==> src/rtl/lcd_button_ctrl.sv <==
// rtl/lcd_button_ctrl.sv - front-panel button controller feeding config updates to the SPI LCD
//
// Synchronises and debounces the brightness and colour buttons, keeps the brightness,
// colour and screen-power shadow state, and offers coalesced config updates on a
// valid/ready handshake.
// Optional feature macro: BTN_AUTO_REPEAT_EN (colour auto-repeat while held).
//
// Ports:
//   clk, reset      system clock, synchronous active-high reset
//   bright_push     raw brightness button (active-high, asynchronous)
//   color_push      raw colour button (active-high, asynchronous)
//   screen_power    LCD supply enable
//   cfg_valid       config update offered
//   cfg_ready       SPI controller accepts the update
//   cfg_bright      brightness payload
//   cfg_color       colour payload
//   cfg_power       power payload
module lcd_button_ctrl #(
    parameter int DEBOUNCE_CYCLES   = 50_000,
    parameter int LONG_PRESS_CYCLES = 24_000_000,
    parameter int BRIGHT_LEVELS     = 8,
    parameter int COLOR_COUNT       = 4,
    parameter int REPEAT_CYCLES     = 6_000_000
) (
    input  logic                             clk,
    input  logic                             reset,
    input  logic                             bright_push,
    input  logic                             color_push,
    output logic                             screen_power,
    output logic                             cfg_valid,
    input  logic                             cfg_ready,
    output logic [$clog2(BRIGHT_LEVELS)-1:0] cfg_bright,
    output logic [$clog2(COLOR_COUNT)-1:0]   cfg_color,
    output logic                             cfg_power
);
    localparam int BW = $clog2(BRIGHT_LEVELS);
    localparam int CW = $clog2(COLOR_COUNT);
    localparam int DW = $clog2(DEBOUNCE_CYCLES);
    localparam int HW = $clog2(LONG_PRESS_CYCLES);

    typedef enum logic [1:0] {BOOT, IDLE, SEND} state_t;

    // Index 0 = bright, index 1 = colour
    logic [1:0]    raw, sync1, sync2, db, db_q;
    logic [DW-1:0] deb_cnt [2];

    assign raw = {color_push, bright_push};

    always_ff @(posedge clk) begin
        if (reset) begin
            sync1 <= '0;
            sync2 <= '0;
            db    <= '0;
            db_q  <= '0;
            for (int i = 0; i < 2; i++) deb_cnt[i] <= '0;
        end else begin
            sync1 <= raw;
            sync2 <= sync1;
            db_q  <= db;
            for (int i = 0; i < 2; i++) begin
                if (sync2[i] == db[i]) begin
                    deb_cnt[i] <= '0;
                end else if (deb_cnt[i] == DW'(DEBOUNCE_CYCLES - 1)) begin
                    db[i]      <= ~db[i];
                    deb_cnt[i] <= '0;
                end else begin
                    deb_cnt[i] <= deb_cnt[i] + DW'(1);
                end
            end
        end
    end

    logic b_rel, c_press;
    assign b_rel   = ~db[0] & db_q[0];
    assign c_press = db[1] & ~db_q[1];

    // Bright hold: the long-press event fires once and suppresses the following release
    logic [HW-1:0] b_hold;
    logic          b_long_done, b_long, b_short;

    assign b_long  = db[0] & ~b_long_done & (b_hold == HW'(LONG_PRESS_CYCLES - 1));
    assign b_short = b_rel & ~b_long_done;

    always_ff @(posedge clk) begin
        if (reset || !db[0]) begin
            b_hold      <= '0;
            b_long_done <= 1'b0;
        end else begin
            if (b_hold != HW'(LONG_PRESS_CYCLES - 1)) b_hold <= b_hold + HW'(1);
            if (b_long) b_long_done <= 1'b1;
        end
    end

    logic c_step;
`ifdef BTN_AUTO_REPEAT_EN
    localparam int RW = $clog2(REPEAT_CYCLES);
    logic [HW-1:0] c_hold;
    logic [RW-1:0] rep_cnt;
    logic          c_long, c_long_fire, c_rep_fire;

    assign c_long_fire = db[1] & ~c_long & (c_hold == HW'(LONG_PRESS_CYCLES - 1));
    assign c_rep_fire  = db[1] & c_long & (rep_cnt == RW'(REPEAT_CYCLES - 1));
    assign c_step      = c_press | c_long_fire | c_rep_fire;

    always_ff @(posedge clk) begin
        if (reset || !db[1]) begin
            c_hold  <= '0;
            c_long  <= 1'b0;
            rep_cnt <= '0;
        end else begin
            if (c_hold != HW'(LONG_PRESS_CYCLES - 1)) c_hold <= c_hold + HW'(1);
            if (c_long_fire) begin
                c_long  <= 1'b1;
                rep_cnt <= '0;
            end else if (c_long) begin
                rep_cnt <= c_rep_fire ? '0 : rep_cnt + RW'(1);
            end
        end
    end
`else
    assign c_step = c_press;
`endif

    // Shadow state; with power off only the bright long press gets through
    logic [BW-1:0] sh_bright;
    logic [CW-1:0] sh_color;
    logic          sh_power, sh_chg, apply_any;

    assign apply_any    = b_long | (sh_power & (b_short | c_step));
    assign screen_power = sh_power;

    always_ff @(posedge clk) begin
        if (reset) begin
            sh_bright <= BW'(BRIGHT_LEVELS - 1);
            sh_color  <= '0;
            sh_power  <= 1'b1;
            sh_chg    <= 1'b0;
        end else begin
            sh_chg <= apply_any;
            if (b_long) sh_power <= ~sh_power;
            if (sh_power && b_short) sh_bright <= sh_bright + BW'(1);
            if (sh_power && c_step)  sh_color  <= sh_color + CW'(1);
        end
    end

    // Update FSM: coalesces changes, last value wins
    state_t state, state_nxt;
    logic   dirty, dirty_nxt, load;

    always_comb begin
        state_nxt = state;
        dirty_nxt = dirty;
        load      = 1'b0;
        case (state)
            BOOT: begin
                state_nxt = SEND;
                load      = 1'b1;
                dirty_nxt = 1'b0;
            end
            IDLE: begin
                if (sh_chg) begin
                    state_nxt = SEND;
                    load      = 1'b1;
                end
            end
            SEND: begin
                if (cfg_ready) begin
                    if (dirty || sh_chg) begin
                        load      = 1'b1;
                        dirty_nxt = 1'b0;
                    end else begin
                        state_nxt = IDLE;
                    end
                end else if (sh_chg) begin
                    dirty_nxt = 1'b1;
                end
            end
            default: state_nxt = BOOT;
        endcase
    end

    always_ff @(posedge clk) begin
        if (reset) begin
            state      <= BOOT;
            dirty      <= 1'b0;
            cfg_bright <= BW'(BRIGHT_LEVELS - 1);
            cfg_color  <= '0;
            cfg_power  <= 1'b1;
        end else begin
            state <= state_nxt;
            dirty <= dirty_nxt;
            if (load) begin
                cfg_bright <= sh_bright;
                cfg_color  <= sh_color;
                cfg_power  <= sh_power;
            end
        end
    end

    assign cfg_valid = (state == SEND);

endmodule

==> config.mk <==
export PLATFORM = sky130hd
export DESIGN_NAME = lcd_button_ctrl
export DESIGN_NICKNAME = d
export VERILOG_FILES = /design/src/rtl/lcd_button_ctrl.sv
export SDC_FILE = /design/constraint.sdc
export NUM_CORES = 1
export LEC_CHECK = 0
export BUFFER_PORTS_ARGS = -buffer_cell sky130_fd_sc_hd__buf_2
export CAP_MARGIN = 0
export CORE_MARGIN = 1
export CORE_UTILIZATION = 28
export DETAILED_ROUTE_END_ITERATION = 10
export GPL_ROUTABILITY_DRIVEN = 0
export SLEW_MARGIN = 20
export SYNTH_ARGS = -nofsm -noshare
export SYNTH_HDL_FRONTEND = slang
export SYNTH_SLANG_ARGS = --single-unit
==> constraint.sdc <==
create_clock -name clk -period 1.92 [get_ports clk]
set_input_delay 0.192 -clock clk [delete_from_list [all_inputs] [get_ports clk]]
set_output_delay 0.192 -clock clk [all_outputs]
set_load 0.02 [all_outputs]
==> flow_summary.toml <==
[outcome]
status = "finished clean"

[synthesis]
syn_avg_cell_area_sq_um = 9.94
yosys-top-cells-count = "73 x nor2_1, 50 x dfxtp_1, 34 x xor2_1, 32 x edfxtp_1, 22 x nand3_1"
yosysTopAreaCell = "dfxtp_1"
synthFlopType = "dfxtp_1"
syn_area_sq_mm = 0.00372
ys_ff_latch = 82
synth.area.top_cells = "dfxtp_1 27%, edfxtp_1 26%, xor2_1 8.0%"
synth_enable_flop_cells = 32
synth_top_area_share_pct = 26.9
yosysWarnings = 0
yosysMostFrequentCell = "nor2_1"
synth_cells = 374
ys_seq_area_share_pct = 52.8
synth_cell_types = 41
postSynth.asyncResetShare_pct = 0

[route]
initialDrtViolationCount = 121
wl_mm = 6.63
drc = 0
postRouteAntennaNets = 0
vias = 2725
viasPerCell = 4.41
firstDrtPassIters = 4
wire_per_inst_um = 10.7

[grt]
grt_overflow_total = 0
grt_pass1_wl_mm = 11.6
grt_pass1_vias = 2645
track_usage_pct = 10.8
antenna_found_initial = 1
grt_max_degree = 27

[clock_tree]
cts_tree = "yes"
cts_hold_buf = 0
cts_root_buffer = "clkbuf_16"
cts.sinks = 82
clock_latency_ns = 0.34
clk_path_buf_depth = 2
cts_buffers = 9
clk_pin_slew_ns = 0.06
htree_num_levels = 3

[sta]
finalCriticalPeriod_ns = 1.81
final-max-slew-violation-count = 0
holdWs_ns = 0.0910
period_share_pct = 94.2
finalSetupTns_ns = 0
timing.fmax_ghz = 0.553
clock_skew_ns = 0.00825
final.setup.worst_slack_ns = 0.112
setup_viol = 0
timing.final.hold_violations = 0

[finish]
stdcell_area_sq_mm = 0.00460
num-nets-final = 450
fill_cells = 1303
multi_input_area_sq_mm = 0.00182
synthToLayoutAreaGrowth_pct = 23.8
drive_above_1_share_pct = 13.7
n_antenna_cell = 0
regArea_sq_mm = 0.00196

[min_path]
hp-class = "in2reg"
worstHoldStart = "color_push"
holdPathStages = 2
hold_path_end = "sync1[1]"

[flow_run]
cap_violations = 0

[floorplan]
num_rows = 41
die_y_um = 117
coreArea_sq_mm = 0.0128
start_util_pct = 29.1
die-area_sq_mm = 0.0137
pin_count = 13
die_width_um = 117

[setup_path]
crit_fanout = 5
rrSetupSlack_ns = 0.11
r2r-end = "b_hold[1]"
path_class = "reg2reg"
r2r_start = "b_hold[14]"
worstSetupEndpointType = "register"
crit_required_ns = 2.14
arrival_ns = 2.03
critPathLaunchType = "register"
rr_worst_depth = 5

[power]
ir_worst_vdd_mv = 0.451
leakage_nw = 1.64
p_per_area_mw_per_mm2 = 849

[place]
placed_area_sq_mm = 0.00424
io_buffers = 12
post-place-ws_ns = 0.0524
hpwl_mm = 4.68
routing by layer:
metal / vias to the layer above / part of all wire, % / track usage, %
li1: 1416 / - / -
met1: 1277 / 49 / 12.8
met2: 24 / 47 / 17.7
met3: 8 / 3.5 / 4.33
met4: 0 / 1.2 / 3.54
met5: - / 0 / 0
metrics by stage:
stage,utilization (%),power [mW],cells
final,36.0,3.91,618
after global routing,36.0,4.06,618
after CTS,35.7,3.95,614
after detailed placement,33.2,2.07,598
after global placement,33.2,2.07,598
after floorplan,-,2.02,405
report_power, final:
| group | total, mW | internal, mW | switching [mW] | leakage, nW |
|---|---|---|---|---|
| Clock | 1.87 | 1.18 | 0.688 | 0.164 |
| Sequential | 1.89 | 1.85 | 0.0353 | 0.735 |
| Combinational | 0.154 | 0.0680 | 0.0864 | 0.746 |
layout by cell type, fill, tap and decap left out, drive strengths merged:
master and n:
or2 1, nand4b 2, o21ai 7, nand4 15, nor4 2, conb 32
nand2b 3, o21bai 1, inv 9, and2 3, xnor2 17, a211oi 1
a21oi 11, or4b 1, clkbuf 10, or3 5, dfxtp 50, nor4bb 1
and3 7, a21boi 1, clkinv 1, xor2 34, nor4b 4, nand3b 1
nand2 18, bufinv 2, nor2 73, nor2b 12, nor3 8, nor3b 1
ha 4, mux2i 5, edfxtp 32, a31oi 4, and4 6, a211o 5
nand3 22, buf 35
critical path, cell delays in order (launching register included):
cell and delay, ns:
dfxtp_1 0.33, or4b_4 0.55, nor4_4 0.33, and2_2 0.26
mux2i_1 0.19, nor2_1 0.05
sequential cells by signal (all words and copies together), names as in the netlist:
signal	flops
sh_color	2
cfg_power	1
dirty	1
b_long_done	1
sh_chg	1
cfg_bright	3
state	2
db_q	2
sync1	2
b_hold	25
sync2	2
screen_power	1
cfg_color	2
sh_bright	3
deb_cnt	32
db	2
cells by family (layout without fill, tap and decap cells):
family	after synthesis	count (layout)	share of synthesized area (%)
other	1	32	0.101
AO/OA/AOI/OAI	30	30	5.01
XOR/XNOR	51	51	12.0
AND/OR/NAND/NOR	185	185	25.7
flip-flops	82	82	52.8
multiplexers	5	5	1.35
adder cells (fa/ha/maj)	4	4	1.35
buffers and inverters	16	57	1.72
how the worst max path moves through the flow:
stage                     endpoint  slack, ns           from  cells past startpoint
floorplan           deb_cnt[1][10]       0.02  deb_cnt[1][5]                      7
global placement    deb_cnt[0][12]       0.10  deb_cnt[0][0]                      7
detailed placement   deb_cnt[0][3]       0.05  deb_cnt[0][0]                      7
CTS                      b_hold[1]       0.04     b_hold[14]                      5
global route             b_hold[1]    -0.0009     b_hold[14]                      5
finish                   b_hold[1]       0.11     b_hold[14]                      5
what timing repair did:
item / CTS / global route
setup buffers: 0 / 4
setup endpoints to repair: 0 / 24
resized for setup: 0 / 4
layout make-up:
class | instances | area share (%)
well taps | 172 | 4.67
clock inverters | 6 | 1.87
inverters | 6 | 0.489
multi-input cells | 307 | 39.6
repair buffers | 35 | 5.60
flip-flops and latches | 82 | 42.6
clock buffers | 10 | 5.19
Power figures use the tool's default switching activity.
